## config.mk

```make
export PLATFORM = sky130hd
export DESIGN_NAME = bcd_updown_counter
export DESIGN_NICKNAME = d
export VERILOG_FILES = /design/src/rtl/bcd_updown_counter.sv
export SDC_FILE = /design/constraint.sdc
export NUM_CORES = 1
export LEC_CHECK = 0
export BUFFER_PORTS_ARGS = -buffer_cell sky130_fd_sc_hd__buf_2
export CAP_MARGIN = 10
export CORE_MARGIN = 2
export CORE_UTILIZATION = 35
export DETAILED_ROUTE_END_ITERATION = 16
export HOLD_SLACK_MARGIN = 0.08
export PLACE_DENSITY = 0.6
export SLEW_MARGIN = 20
export SYNTH_ARGS = -nofsm -noshare
export SYNTH_HDL_FRONTEND = slang
export SYNTH_SLANG_ARGS = --single-unit
```

## constraint.sdc

```tcl
create_clock -name i_Clk -period 3.65 [get_ports i_Clk]
set_clock_uncertainty 0.2 [all_clocks]
set_input_delay 0.73 -clock i_Clk [delete_from_list [all_inputs] [get_ports i_Clk]]
set_output_delay 0.73 -clock i_Clk [all_outputs]
set_load 0.02 [all_outputs]
```

## src/rtl/bcd_updown_counter.sv

```systemverilog
// rtl/bcd_updown_counter.sv - two-digit up/down BCD counter for push-button control
//
// Purpose:
//   Counts 0..MAX_VALUE in BCD on rising edges of the increment/decrement
//   buttons. It feeds per-digit seven-segment decoders directly, so every
//   presented digit is 0..9 and the value never exceeds MAX_VALUE.
//   Optional auto-repeat while a button is held: define BCD_COUNTER_AUTO_REPEAT_EN.
//
// Parameters:
//   MAX_VALUE      highest count reached, 1..99
//   WRAP           1 = wrap around at the limits, 0 = saturate
//   REPEAT_DELAY   hold cycles before auto-repeat starts (auto-repeat build only)
//   REPEAT_PERIOD  cycles between auto-repeat steps (auto-repeat build only)
//
// Ports:
//   i_Clk      system clock, rising edge
//   i_Rst      asynchronous active-high reset
//   i_Inc      increment button level (debounced, synchronous)
//   i_Dec      decrement button level (debounced, synchronous)
//   i_Clear    synchronous clear level
//   o_Tens     tens digit 0..9, zero-extended, registered
//   o_Ones     ones digit 0..9, zero-extended, registered
//   o_Count    binary value 10*o_Tens + o_Ones, registered
//   o_Changed  one-cycle pulse when the value changes
//   o_Wrap     one-cycle pulse on a wrap-around in either direction

module bcd_updown_counter #(
    parameter int MAX_VALUE     = 99,
    parameter int WRAP          = 1,
    parameter int REPEAT_DELAY  = 12500000,
    parameter int REPEAT_PERIOD = 2500000
) (
    input  logic       i_Clk,
    input  logic       i_Rst,
    input  logic       i_Inc,
    input  logic       i_Dec,
    input  logic       i_Clear,
    output logic [6:0] o_Tens,
    output logic [6:0] o_Ones,
    output logic [6:0] o_Count,
    output logic       o_Changed,
    output logic       o_Wrap
);

    // An illegal parameter set leaves the counter inert rather than letting it
    // present digits the decoders cannot show.
    localparam logic P_CFG_OK = (MAX_VALUE >= 1) && (MAX_VALUE <= 99) &&
                                (REPEAT_DELAY >= 1) && (REPEAT_PERIOD >= 1);

    localparam logic [6:0] P_MAX      = 7'(MAX_VALUE);
    localparam logic [3:0] P_MAX_TENS = 4'(MAX_VALUE / 10);
    localparam logic [3:0] P_MAX_ONES = 4'(MAX_VALUE % 10);
    localparam logic       P_WRAP     = (WRAP != 0);

    logic [3:0] r_tens;
    logic [3:0] r_ones;
    logic [6:0] r_count;
    logic       r_changed;
    logic       r_wrap;
    logic       r_inc_prev;
    logic       r_dec_prev;

    logic       w_up_evt;
    logic       w_dn_evt;
    logic       w_up_step;
    logic       w_dn_step;

    // Previous samples reset to 1 so a button held through reset release
    // is not mistaken for a fresh press.
    assign w_up_evt = i_Inc & ~r_inc_prev & P_CFG_OK;
    assign w_dn_evt = i_Dec & ~r_dec_prev & P_CFG_OK;

`ifdef BCD_COUNTER_AUTO_REPEAT_EN

    typedef enum logic [1:0] {
        ST_IDLE,
        ST_DELAY,
        ST_REPEAT
    } rpt_state_t;

    localparam int P_RPT_MAX = (REPEAT_DELAY > REPEAT_PERIOD) ? REPEAT_DELAY : REPEAT_PERIOD;
    localparam int P_CNT_W   = $clog2(P_RPT_MAX + 1);

    logic [1:0] w_btn;
    logic [1:0] w_evt;
    logic [1:0] w_rpt;
    logic       w_both;

    assign w_btn  = {i_Dec, i_Inc};
    assign w_evt  = {w_dn_evt, w_up_evt};
    assign w_both = i_Inc & i_Dec;

    // Index 0 is the increment direction, index 1 the decrement direction.
    for (genvar g = 0; g < 2; g++) begin : g_rpt
        rpt_state_t         r_state;
        rpt_state_t         w_state_nxt;
        logic [P_CNT_W-1:0] r_cnt;
        logic [P_CNT_W-1:0] w_cnt_nxt;
        logic               w_step;

        always_ff @(posedge i_Clk or posedge i_Rst) begin
            if (i_Rst) begin
                r_state <= ST_IDLE;
                r_cnt   <= '0;
            end else begin
                r_state <= w_state_nxt;
                r_cnt   <= w_cnt_nxt;
            end
        end

        // r_cnt holds the number of edges seen since the last step, so the
        // step fires exactly REPEAT_DELAY / REPEAT_PERIOD edges after it.
        always_comb begin
            w_state_nxt = r_state;
            w_cnt_nxt   = r_cnt;
            w_step      = 1'b0;
            if (!w_btn[g] || w_both || i_Clear) begin
                w_state_nxt = ST_IDLE;
                w_cnt_nxt   = '0;
            end else begin
                case (r_state)
                    ST_IDLE: begin
                        if (w_evt[g]) begin
                            w_state_nxt = ST_DELAY;
                            w_cnt_nxt   = P_CNT_W'(1);
                        end
                    end
                    ST_DELAY: begin
                        if (r_cnt == P_CNT_W'(REPEAT_DELAY)) begin
                            w_step      = 1'b1;
                            w_state_nxt = ST_REPEAT;
                            w_cnt_nxt   = P_CNT_W'(1);
                        end else begin
                            w_cnt_nxt = r_cnt + 1'b1;
                        end
                    end
                    ST_REPEAT: begin
                        if (r_cnt == P_CNT_W'(REPEAT_PERIOD)) begin
                            w_step    = 1'b1;
                            w_cnt_nxt = P_CNT_W'(1);
                        end else begin
                            w_cnt_nxt = r_cnt + 1'b1;
                        end
                    end
                    default: begin
                        w_state_nxt = ST_IDLE;
                        w_cnt_nxt   = '0;
                    end
                endcase
            end
        end

        assign w_rpt[g] = w_step;
    end

    assign w_up_step = w_up_evt | w_rpt[0];
    assign w_dn_step = w_dn_evt | w_rpt[1];

`else

    assign w_up_step = w_up_evt;
    assign w_dn_step = w_dn_evt;

`endif

    always_ff @(posedge i_Clk or posedge i_Rst) begin
        if (i_Rst) begin
            r_tens     <= '0;
            r_ones     <= '0;
            r_count    <= '0;
            r_changed  <= 1'b0;
            r_wrap     <= 1'b0;
            r_inc_prev <= 1'b1;
            r_dec_prev <= 1'b1;
        end else begin
            r_inc_prev <= i_Inc;
            r_dec_prev <= i_Dec;
            r_changed  <= 1'b0;
            r_wrap     <= 1'b0;

            if (i_Clear) begin
                r_tens    <= '0;
                r_ones    <= '0;
                r_count   <= '0;
                r_changed <= (r_count != 7'd0);
            end else if (w_up_step && w_dn_step) begin
                // Simultaneous opposite steps cancel.
            end else if (w_up_step) begin
                if (r_count < P_MAX) begin
                    if (r_ones == 4'd9) begin
                        r_ones <= 4'd0;
                        r_tens <= r_tens + 4'd1;
                    end else begin
                        r_ones <= r_ones + 4'd1;
                    end
                    r_count   <= r_count + 7'd1;
                    r_changed <= 1'b1;
                end else if (P_WRAP) begin
                    r_tens    <= '0;
                    r_ones    <= '0;
                    r_count   <= '0;
                    r_changed <= 1'b1;
                    r_wrap    <= 1'b1;
                end
            end else if (w_dn_step) begin
                if (r_count != 7'd0) begin
                    if (r_ones == 4'd0) begin
                        r_ones <= 4'd9;
                        r_tens <= r_tens - 4'd1;
                    end else begin
                        r_ones <= r_ones - 4'd1;
                    end
                    r_count   <= r_count - 7'd1;
                    r_changed <= 1'b1;
                end else if (P_WRAP) begin
                    r_tens    <= P_MAX_TENS;
                    r_ones    <= P_MAX_ONES;
                    r_count   <= P_MAX;
                    r_changed <= 1'b1;
                    r_wrap    <= 1'b1;
                end
            end
        end
    end

    assign o_Tens    = {3'b000, r_tens};
    assign o_Ones    = {3'b000, r_ones};
    assign o_Count   = r_count;
    assign o_Changed = r_changed;
    assign o_Wrap    = r_wrap;

endmodule

```

; Word level (Yosys, flattened, before mapping)
; Index checks and enable logic that the tools add are counted.
[word_totals]
word_cells = 60
romBits = 0
input_bits = 5
mem_count = 0
output_inout_bits = 23
mem_bits_rw = 0
regBits = 19
latchBits = 0
[op_classes]
n_reduce_logical = 6
bitwise = 4
eq_ne = 4
add_sub_neg = 6
order_cmp = 1
div = 0
shift = 0
n_mul = 0
muxes = 32
[op_table]
columns = operator, n
row1 = $mux 4, 16
row2 = $mux 7, 6
row3 = $mux 1, 10
row4 = $add 4x1->4 const B, 2
row5 = $ne 4x3->1 const B, 2
row6 = $sub 4x1->4 const B, 2
row7 = $add 7x1->7 const B, 1
row8 = $lt 7x7->1 const B, 1
row9 = $reduce_bool 7->1, 1
row10 = $sub 7x1->7 const B, 1
row11 = $eq 4x4->1 const B, 1
row12 = $logic_not 4->1, 1
row13 = $reduce_and 4->1, 1
row14 = $reduce_bool 3->1, 1
row15 = $and 1x1->1, 2
row16 = $ne 2x2->1 const B, 1
row17 = $not 1->1, 2
row18 = $reduce_and 2->1, 1
row19 = $logic_and 1x1->1, 1

; Depth between registers and ports, before layout
; Gate-level depths: netlist (run 1).
[logic_depth]
depth_word = 7
depth_mapped = 9
ltp_nobuf = 7

; Least setup slack after synthesis (run 1)
; No wires, ideal clock.
[synth_timing]
path_type = input to register
from = input i_Inc
to = register r_count[3] (netlist: o_Count[3])
setup_slack_ps = 1409
stages = 9
setup_time_ps = 129
n_path_buf = 2
arrival_time_ps = 1912
path_cell_list = nand2b_1 -> buf_6 -> inv_2 -> ha_1 -> o21ba_2 -> nor2_1 -> buf_2 -> a221oi_1 -> a21oi_1
[synth_via]
elab_chain_cells = 4
[synth_rtl]
columns = item, line_no
row1 = start: declaration, 35  ; input logic i_Inc,
row2 = $and 1x1->1 (*), 70  ; assign w_up_evt = i_Inc & ~r_inc_prev & P_CFG_OK;
row3 = $mux 7 or $logic_and 1x1->1 (tied branches), "188, 186"
row4 = $mux 7 or $ne 2x2->1 (tied branches), -
row5 = $mux 7 or $reduce_and 2->1 (tied branches), -
row6 = end signal: assignment, 196  ; r_count <= r_count + 7'd1;
row7 = end signal: assignment, 213  ; r_count <= r_count - 7'd1;
row8 = end: declaration, 57  ; logic [6:0] r_count;
; Mark *: on every way between the ends. The rest lies on a longest branch, timed or not. The select of a mux whose other input is x is not followed.
; A chain may end at the register's enable or synchronous reset.

; Worst setup path in the final report (run 1)
[layout_timing]
from = input i_Inc
to = register r_ones[2]
[layout_via]
elab_chain_cells = 4
[layout_rtl]
columns = item, line_no
row1 = $and 1x1->1 (*), 70
row2 = $mux 4 or $logic_and 1x1->1 (tied branches), "188, 186"
row3 = $mux 4 or $ne 2x2->1 (tied branches), -
row4 = $mux 4 or $reduce_and 2->1 (tied branches), -
row5 = end signal: assignment, 194  ; r_ones <= r_ones + 4'd1;
row6 = end signal: assignment, 211  ; r_ones <= r_ones - 4'd1;
row7 = end: declaration, 56  ; logic [3:0] r_ones;
; Marked as above.

==> flow_metrics.tcl, run 1 <==
set metrics [dict create \
    finalHoldViolations 0 \
    yosys_warnings 0 \
    cts.reportedPaths.clkPinSlew_ns 0.07 \
    cts_tree "built" \
    crit_required_ns 3.62 \
    wl_per_cell_um 14.8 \
    async_reset_ff_frac 1.00 \
    grt_pass1_wl_um 5980 \
    fin_nets 203 \
    die_area_um2 4880 \
    post_synth_main_area_contributors "dfrtp_1 (28%), ha_1 (8.3%), nor2_1 (3.7%)" \
    cts_htree_levels 1 \
    synth_mux_area_frac 0 \
    crit_fanout 11 \
    dp_slack_ns 0.936 \
    synthXorXnorAreaFrac 0.0116 \
    post-route-period-util 0.676 \
    synth_top_family_by_area "compound AO/OA/AOI/OAI gates" \
    routed_wl_um 3500 \
    post_cts_resized 0 \
    antenna_found_initial 0 \
    numCtsBuffers 3 \
    finalSetupTns_ns 0 \
    synthSimpleGateAreaFrac 0.190 \
    ys_top_cells_by_count "dfrtp_1 (17), nor2_1 (15), inv_1 (12)" \
    grt_usage 0.150 \
    hold_path_class "register to register" \
    core_area_um2 4090 \
    ys_seq_area_frac 0.315 \
    slew_violations 0 \
    yosysMostFrequentCell "dfrtp_1" \
    power_density_nw_per_um2 641 \
    holdBufCountCts 0 \
    firstDrtPassIters 4 \
    clock-root-buffer "clkbuf_8" \
    fin_hold_ws_ns 0.331 \
    post_cts.repair.setup_buffers 0 \
    grt.overflow.total 0 \
    syn_inst 171 \
    yosys.cell_types.count 54 \
    ant_nets 0 \
    ios 28 \
    synth_fa_ha_area_frac 0.0825 \
    clock.fmax_ghz 0.405 \
    dp_hpwl_um 2590 \
    outcome "completed" \
    synth_edf_count 0 \
    drc_errors 0 \
    die_x_um 69.8 \
    slew_headroom 0.517 \
    ys.flop_type "dfrtp_1" \
    synth-seq-cells 19 \
    syn_avg_cell_area_um2 8.87 \
    via_per_inst 5.62 \
    drive_above_1_share 0.209 \
    yosysTopAreaCell "dfrtp_1" \
    first_iter_violations 84 \
    gp_congestion 0.829 \
    area_delta_synth_final_pct 8.25 \
    syn_area_um2 1520 \
    core.rowCount 23 \
    finalSetupViolCount 0 \
    cap_violations 0 \
    rsz0062_at_grt "no" \
    worst_pin_slew_ns 0.722 \
    cp.arrival_ns 2.44 \
    ir_drop_mv 0.252 \
    setup_slack_ns 1.18 \
    diodes 0 \
    ctsLongestPathBuffers 2 \
    p_leak_uw 0.000716 \
    critical_path_class "input port to register" \
    start_kind "input port" \
    yosysTopAreaCellShare 0.281 \
    vias 1333 \
    initial_utilization 0.371 \
    grt_max_degree 20 \
    period_minus_slack_ns 2.47 \
    cp-end-kind "register" \
    grt_pass1_vias 1259 \
    synth_compound_area_frac 0.296 \
    worst_skew_pair.late_latency_ns 0.26 \
    io_buffers 21 \
    cts.sinks 19 \
    die_h_um 69.8 \
]
==> report_power, final <==
part / switching, µW / internal (µW) / total, µW
Sequential: 106 / 265 / 371
Clock: 73.9 / 77.8 / 152
Combinational: 316 / 214 / 530
==> path summary, 6_finish.rpt <==
kind	from	end	slack, ns	cells past startpoint
min in group asynchronous	i_Rst	r_tens[1]	0.37	2
max	i_Inc	r_ones[2]	1.18	8
min	r_ones[2]	r_ones[2]	0.33	1
min reg2reg	r_ones[2]	r_ones[2]	0.33	1
max in group asynchronous	i_Rst	r_ones[1]	2.42	2
max reg2reg	r_inc_prev	r_ones[2]	1.25	6
==> cells by family (layout without fill, tap and decap cells) <==
group,count (synthesis),count (layout)
compound gates,58,58
fa+ha+maj,10,10
flops,19,19
xor+xnor,2,2
buf+inv,27,38
simple gates,54,54
other cells,1,6
==> area by class of cell <==
| type | instances | area, µm² |
|---|---|---|
| fill | 428 | 2440 |
| inverter | 13 | 48.8 |
| timing repair buffer | 21 | 105 |
| multi-input combinational | 130 | 902 |
| sequential | 19 | 478 |
| clock buffer | 4 | 45.0 |
| tap | 50 | 62.6 |
==> state kept, by name, summed over array words and instances, names as in the netlist <==
name	flops
o_Changed	1
o_Count	7
o_Wrap	1
r_dec_prev	1
r_inc_prev	1
r_ones	4
r_tens	4
==> layer usage <==
layer  track usage  up-vias  routed length [µm]
met3        0.0218        7                 196
met4        0.0620        0                  66
met5             0        -                   0
met1         0.217      630                1730
li1              -      656                   -
met2         0.223       40                1510
==> cells in the final DEF, fill, tap and decap left out, types with 2 or more instances in the layout <==
| cell type | instances |
|---|---|
| nand3_1 | 7 |
| dfstp_2 | 2 |
| o32ai_1 | 2 |
| a21oi_1 | 11 |
| a221oi_1 | 3 |
| clkbuf_8 | 3 |
| ha_1 | 10 |
| o22ai_1 | 3 |
| a32oi_1 | 3 |
| a22o_1 | 3 |
| and3_1 | 2 |
| nand2_1 | 8 |
| or2_2 | 2 |
| o21ai_0 | 7 |
| nor3_1 | 6 |
| a31oi_1 | 3 |
| nand3b_1 | 2 |
| nor2_1 | 15 |
| conb_1 | 6 |
| o31ai_1 | 3 |
| buf_2 | 21 |
| inv_1 | 12 |
| o21ai_1 | 3 |
| xor2_1 | 2 |
| and2_1 | 2 |
| dfrtp_1 | 17 |
| nand4_1 | 2 |
==> per-stage QoR <==
step                instances  instance area (µm²)  power, µW  utilization
finish                    237                 1640       1050        0.402
global route              237                 1640       1140        0.402
CTS                       237                 1640       1060        0.402
detailed placement        233                 1600        904        0.391
global placement          233                 1600        905        0.391
floorplan                 176                 1540        788            -
==> worst max-delay path, cell delays in order <==
cell and delay [ns]:
buf_2 0.10, nand2b_1 0.21, inv_2 0.20, ha_1 0.15, o21ba_2 0.19, nor2_1 0.56, o21ai_0 0.19, o31ai_1 0.09
No activity file was read; power rests on OpenSTA's default activity.
==> run 2: changes to the inputs <==
--- a/config.mk
+++ b/config.mk
@@ -5,6 +5,7 @@
 export SDC_FILE = /design/constraint.sdc
 export NUM_CORES = 1
 export LEC_CHECK = 0
+export ABC_AREA = 1
 export BUFFER_PORTS_ARGS = -buffer_cell sky130_fd_sc_hd__buf_2
 export CAP_MARGIN = 10
 export CORE_MARGIN = 2
==> constraint.sdc (replaced) <==
create_clock -name i_Clk -period 2.4 [get_ports i_Clk]
set_clock_uncertainty 0.2 [all_clocks]
set_input_delay 0.48 -clock i_Clk [delete_from_list [all_inputs] [get_ports i_Clk]]
set_output_delay 0.48 -clock i_Clk [all_outputs]
set_load 0.02 [all_outputs]
==> flow_metrics.tcl, run 2 <==
set metrics [dict create \
    dp_hpwl_um 2700 \
    post_cts.repair.setup_buffers 0 \
    numCtsBuffers 3 \
    grt_usage 0.152 \
    ant_nets 0 \
    ys_top_cells_by_count "nand2_1 (63), nor2_1 (24), inv_1 (20)" \
    clock.fmax_ghz 0.506 \
    crit_fanout 9 \
    yosysTopAreaCell "dfrtp_1" \
    grt_pass1_wl_um 6180 \
    diodes 0 \
    final_common_cell "nand2_1" \
    fin_hold_ws_ns 0.126 \
    post_cts_resized 0 \
    io_buffers 21 \
    core.rowCount 24 \
    gp_congestion 0.863 \
    yosys.cell_types.count 30 \
    die_area_um2 5070 \
    core_area_um2 4350 \
    period_minus_slack_ns 1.98 \
    ctsLongestPathBuffers 2 \
    postLayoutCoreUtil 0.403 \
    firstDrtPassIters 4 \
    slew_headroom 0.507 \
    post-route-period-util 0.823 \
    first_iter_violations 71 \
    hold_path_class "input port to register" \
    syn_area_um2 1580 \
    worst_skew_pair.late_latency_ns 0.26 \
    critical_path_class "register to register" \
    yosysMostFrequentCell "nand2_1" \
    slowest_delay_ns 0.46 \
    outcome "completed" \
    area_delta_synth_final_pct 11.1 \
    synth-seq-cells 19 \
    cp.arrival_ns 1.93 \
    path_cells "inv_1 -> ha_1 -> inv_1 -> nor2_1 -> nand3_4 -> nand2_1 -> o21ai_0 -> a21oi_1 -> nor2_1" \
    worstRegToRegCells 9 \
    post_synth_main_area_contributors "dfrtp_1 (27%), nand2_1 (15%), ha_1 (7.9%)" \
    hold_depth 1 \
    rrSetupSlack_ns 0.42 \
    crit_family "simple AND/OR/NAND/NOR gates" \
    grt_max_degree 20 \
    ir_drop_mv 0.641 \
    rsz0062_at_grt "no" \
    power_density_nw_per_um2 958 \
    path_buf_inv 2 \
    finalHoldViolations 0 \
    synth_edf_count 0 \
    die_h_um 71.2 \
    syn_inst 221 \
    async_reset_ff_frac 1.00 \
    path_depth 9 \
    ios 28 \
    finalSetupViolCount 0 \
    cts.reportedPaths.clkPinSlew_ns 0.07 \
    ys.flop_type "dfrtp_1" \
    via_per_inst 4.83 \
    drive_above_1_share 0.193 \
    wl_per_cell_um 11.9 \
    vias 1425 \
    ys_seq_area_frac 0.302 \
    worst_pin_slew_ns 0.739 \
    stdcell_count 295 \
    yosysTopAreaCellShare 0.269 \
    syn_avg_cell_area_um2 7.16 \
    layout_common_cells "nand2_1 (63), nor2_1 (24), buf_2 (21)" \
    fin_nets 259 \
    p_leak_uw 0.000966 \
    grt.overflow.total 0 \
    largest_reg_flops 7 \
    cap_violations 0 \
    cts_tree "built" \
    finalSetupTns_ns 0 \
    critPathSlowestCell "dfrtp_1" \
    antenna_found_initial 0 \
    crit_required_ns 2.35 \
    grt_pass1_vias 1300 \
    dp.cells 291 \
    cts.sinks 19 \
    slew_violations 0 \
    cts_htree_levels 1 \
    power_uw 1680 \
    drc_errors 0 \
    clock-root-buffer "clkbuf_8" \
    holdBufCountCts 0 \
    die_x_um 71.2 \
    cp-end-kind "register" \
    yosys_warnings 0 \
    routed_wl_um 3510 \
    start_kind "register" \
    initial_utilization 0.363 \
]
run 2: path summary, 6_finish.rpt:
| check | startpoint | endpoint |
|---|---|---|
| min in group asynchronous | i_Rst | o_Changed |
| worst min-delay path | i_Dec | r_dec_prev |
| worst min register to register | r_tens[1] | r_tens[1] |
| worst max register to register | o_Count[1] | o_Count[2] |
| max in group asynchronous | i_Rst | o_Count[3] |
| worst max-delay path | o_Count[1] | o_Count[2] |
run 2: cells by family (layout without fill, tap and decap cells):
group           Yosys count  count (layout)  synth area share
flops                    19              19             0.302
other cells               1               6           0.00237
simple gates            127             127             0.398
buf+inv                  36              53             0.109
compound gates           21              21            0.0704
xor+xnor                  7               7            0.0388
fa+ha+maj                10              10            0.0791
run 2: worst reg2reg max path: cells and delay by family, from the launching register on:
family	cells	cell delay (ns)
buffers and inverters	2	0.21
AND/OR/NAND/NOR	4	0.60
adder cells (fa/ha/maj)	1	0.19
flip-flops	1	0.46
AO/OA/AOI/OAI	2	0.23
run 2: layout make-up:
cell class	count	area (µm²)
Multi-Input combinational cell	171	950
Clock buffer	4	45.0
Inverter	27	106
Fill cell	443	2600
Timing Repair Buffer	22	113
Sequential cell	19	478
Tap cell	52	65.1
run 2: stage by stage:
stage,instance area [µm²],setup slack (ns)
5_1_grt,1760,0.206
2_1_floorplan,1600,0.610
6_report,1760,0.424
3_5_place_dp,1710,0.421
3_3_place_gp,1710,0.466
4_1_cts,1760,0.452
run 2: layer usage:
layer	global-route usage	share of wire	vias to the layer above
met4	0.0377	0.0083	0
met5	0	0	-
li1	-	-	740
met2	0.252	0.46	36
met1	0.208	0.48	645
met3	0.0253	0.048	4
run 2: power breakdown:
part	internal [µW]	total [µW]	switching [µW]
clock	118	229	111
sequential	406	567	161
combinational	329	888	559
total	854	1680	830
==> run 3: changes to the inputs <==
==> constraint.sdc (replaced) <==
create_clock -name i_Clk -period 2 [get_ports i_Clk]
set_clock_uncertainty 0.2 [all_clocks]
set_input_delay 0.4 -clock i_Clk [delete_from_list [all_inputs] [get_ports i_Clk]]
set_output_delay 0.4 -clock i_Clk [all_outputs]
set_load 0.02 [all_outputs]
==> flow_metrics.tcl, run 3 (synthesized netlist as in run 2, its figures left out) <==
set metrics [dict create \
    ant_nets 0 \
    fin_nets 265 \
    grt.overflow.total 0 \
    die_x_um 71.2 \
    clock.fmax_ghz 0.535 \
    ctsLongestPathBuffers 2 \
    min-delay-start "i_Clear" \
    gp_congestion 0.837 \
    postLayoutCoreUtil 0.417 \
    final_common_cell "nand2_1" \
    rrSetupSlack_ns 0.13 \
    numCtsBuffers 3 \
    area_delta_synth_final_pct 14.9 \
    ios 28 \
    wl_per_cell_um 11.9 \
    cp-end-kind "register" \
    drc_errors 0 \
    core.rowCount 24 \
    finalSetupViolCount 0 \
    worst_skew_pair.late_latency_ns 0.26 \
    crit_family "flip-flops" \
    post_cts.repair.setup_buffers 0 \
    hold_path_class "input port to register" \
    grt_pass1_wl_um 6380 \
    fill_cells 442 \
    layout_common_cells "nand2_1 (62), nor2_1 (24), buf_2 (21)" \
    fin_hold_ws_ns 0.349 \
    outcome "completed" \
    firstDrtPassIters 4 \
    grt_max_degree 20 \
    hold_depth 3 \
    drive_above_1_share 0.205 \
    slew_violations 0 \
    start_kind "register" \
    path_buf_inv 4 \
    cts_htree_levels 1 \
    period_minus_slack_ns 1.87 \
    cts.sinks 19 \
    rsz0062_at_grt "yes" \
    post-route-period-util 0.935 \
    first_iter_violations 56 \
    crit_required_ns 2.00 \
    finalHoldViolations 0 \
    slowest_delay_ns 0.52 \
    grt_usage 0.156 \
    io_buffers 21 \
    critical_path_class "register to register" \
    routed_wl_um 3570 \
    cts.reportedPaths.clkPinSlew_ns 0.07 \
    ir_drop_mv 0.564 \
    via_per_inst 4.92 \
    r2r_end "o_Count[1]" \
    core_area_um2 4350 \
    min_to "o_Changed" \
    grt_pass1_vias 1337 \
    die_h_um 71.2 \
    initial_utilization 0.363 \
    path_cells "inv_1 -> nand2_4 -> inv_2 -> ha_1 -> inv_1 -> nand2_1 -> nand2_4 -> inv_2 -> a21oi_1 -> o21ai_1 -> nand2_1" \
    largest_reg_flops 7 \
    die_area_um2 5070 \
    antenna_found_initial 0 \
    vias 1480 \
    cp.arrival_ns 1.87 \
    dp_hpwl_um 2740 \
    worstRegToRegCells 11 \
    p_leak_uw 0.000997 \
    cap_violations 0 \
    reg2reg_from "r_inc_prev" \
    crit_fanout 14 \
    diodes 0 \
    cts_tree "built" \
    clock-root-buffer "clkbuf_8" \
    power_density_nw_per_um2 1130 \
    critPathSlowestCell "dfstp_2" \
]
run 3: cell count changes in the layout (fill, tap and decap cells not counted):
cell	delta
buf_4	+3
nand2_4	+1
nand2_1	-1
dlygate4sd3_1	+3
run 3: worst max path at each step:
stage                     startpoint    endpoint  cells after the start
after detailed placement  r_inc_prev  o_Count[2]                     10
final                     r_inc_prev  o_Count[1]                     11
after floorplan           o_Count[0]  o_Count[2]                      9
after global placement    r_inc_prev  o_Count[4]                     10
after CTS                 r_inc_prev  o_Count[1]                     11
after global routing      r_inc_prev  o_Count[4]                     10
run 3: area by class of cell:
cell class                      instances  area, µm²  area share
Clock buffer                            4       45.0      0.0248
Inverter                               27        106      0.0585
Multi-Input combinational cell        171        957       0.527
Sequential cell                        19        478       0.263
Tap cell                               52       65.1      0.0358
Timing Repair Buffer                   28        165      0.0909
run 3: what timing repair did:
| item | 4_1_cts | 5_1_grt |
|---|---|---|
| setup endpoints to repair | 0 | 8 |
| hold endpoints to repair | 19 | 0 |
| hold buffers | 3 | 0 |
| gates resized for setup | 0 | 2 |
run 3: worst min-delay path: stages:
cell     delay, ns
buf_2         0.15
inv_2         0.12
o21ai_0       0.10
run 3: routing by layer:
metal	track usage	part of all wire	vias up	wire (µm)
met5	0	0	-	0
met4	0.0566	0.018	0	63
met3	0.0239	0.046	5	165
met2	0.249	0.47	40	1680
met1	0.216	0.47	682	1660
li1	-	-	753	-
run 3: power by group:
part	switching, µW	internal, µW	leakage, µW	total (µW)
combinational	692	417	0.000736	1110
sequential	175	488	0.000239	663
clock	138	142	0.0000228	280
total	1010	1050	0.000997	2050
run 3: metrics by stage:
| stage | instances | total power [µW] | worst slack, ns | cell area, µm² | TNS [ns] |
|---|---|---|---|---|---|
| 5_1_grt | 301 | 2250 | -0.00880 | 1820 | -0.00970 |
| 2_1_floorplan | 226 | 1490 | 0.210 | 1600 | 0 |
| 3_5_place_dp | 294 | 1770 | 0.0651 | 1730 | 0 |
| 3_3_place_gp | 294 | 1770 | 0.132 | 1730 | 0 |
| 6_report | 301 | 2050 | 0.131 | 1820 | 0 |
| 4_1_cts | 301 | 2070 | 0.0314 | 1810 | 0 |
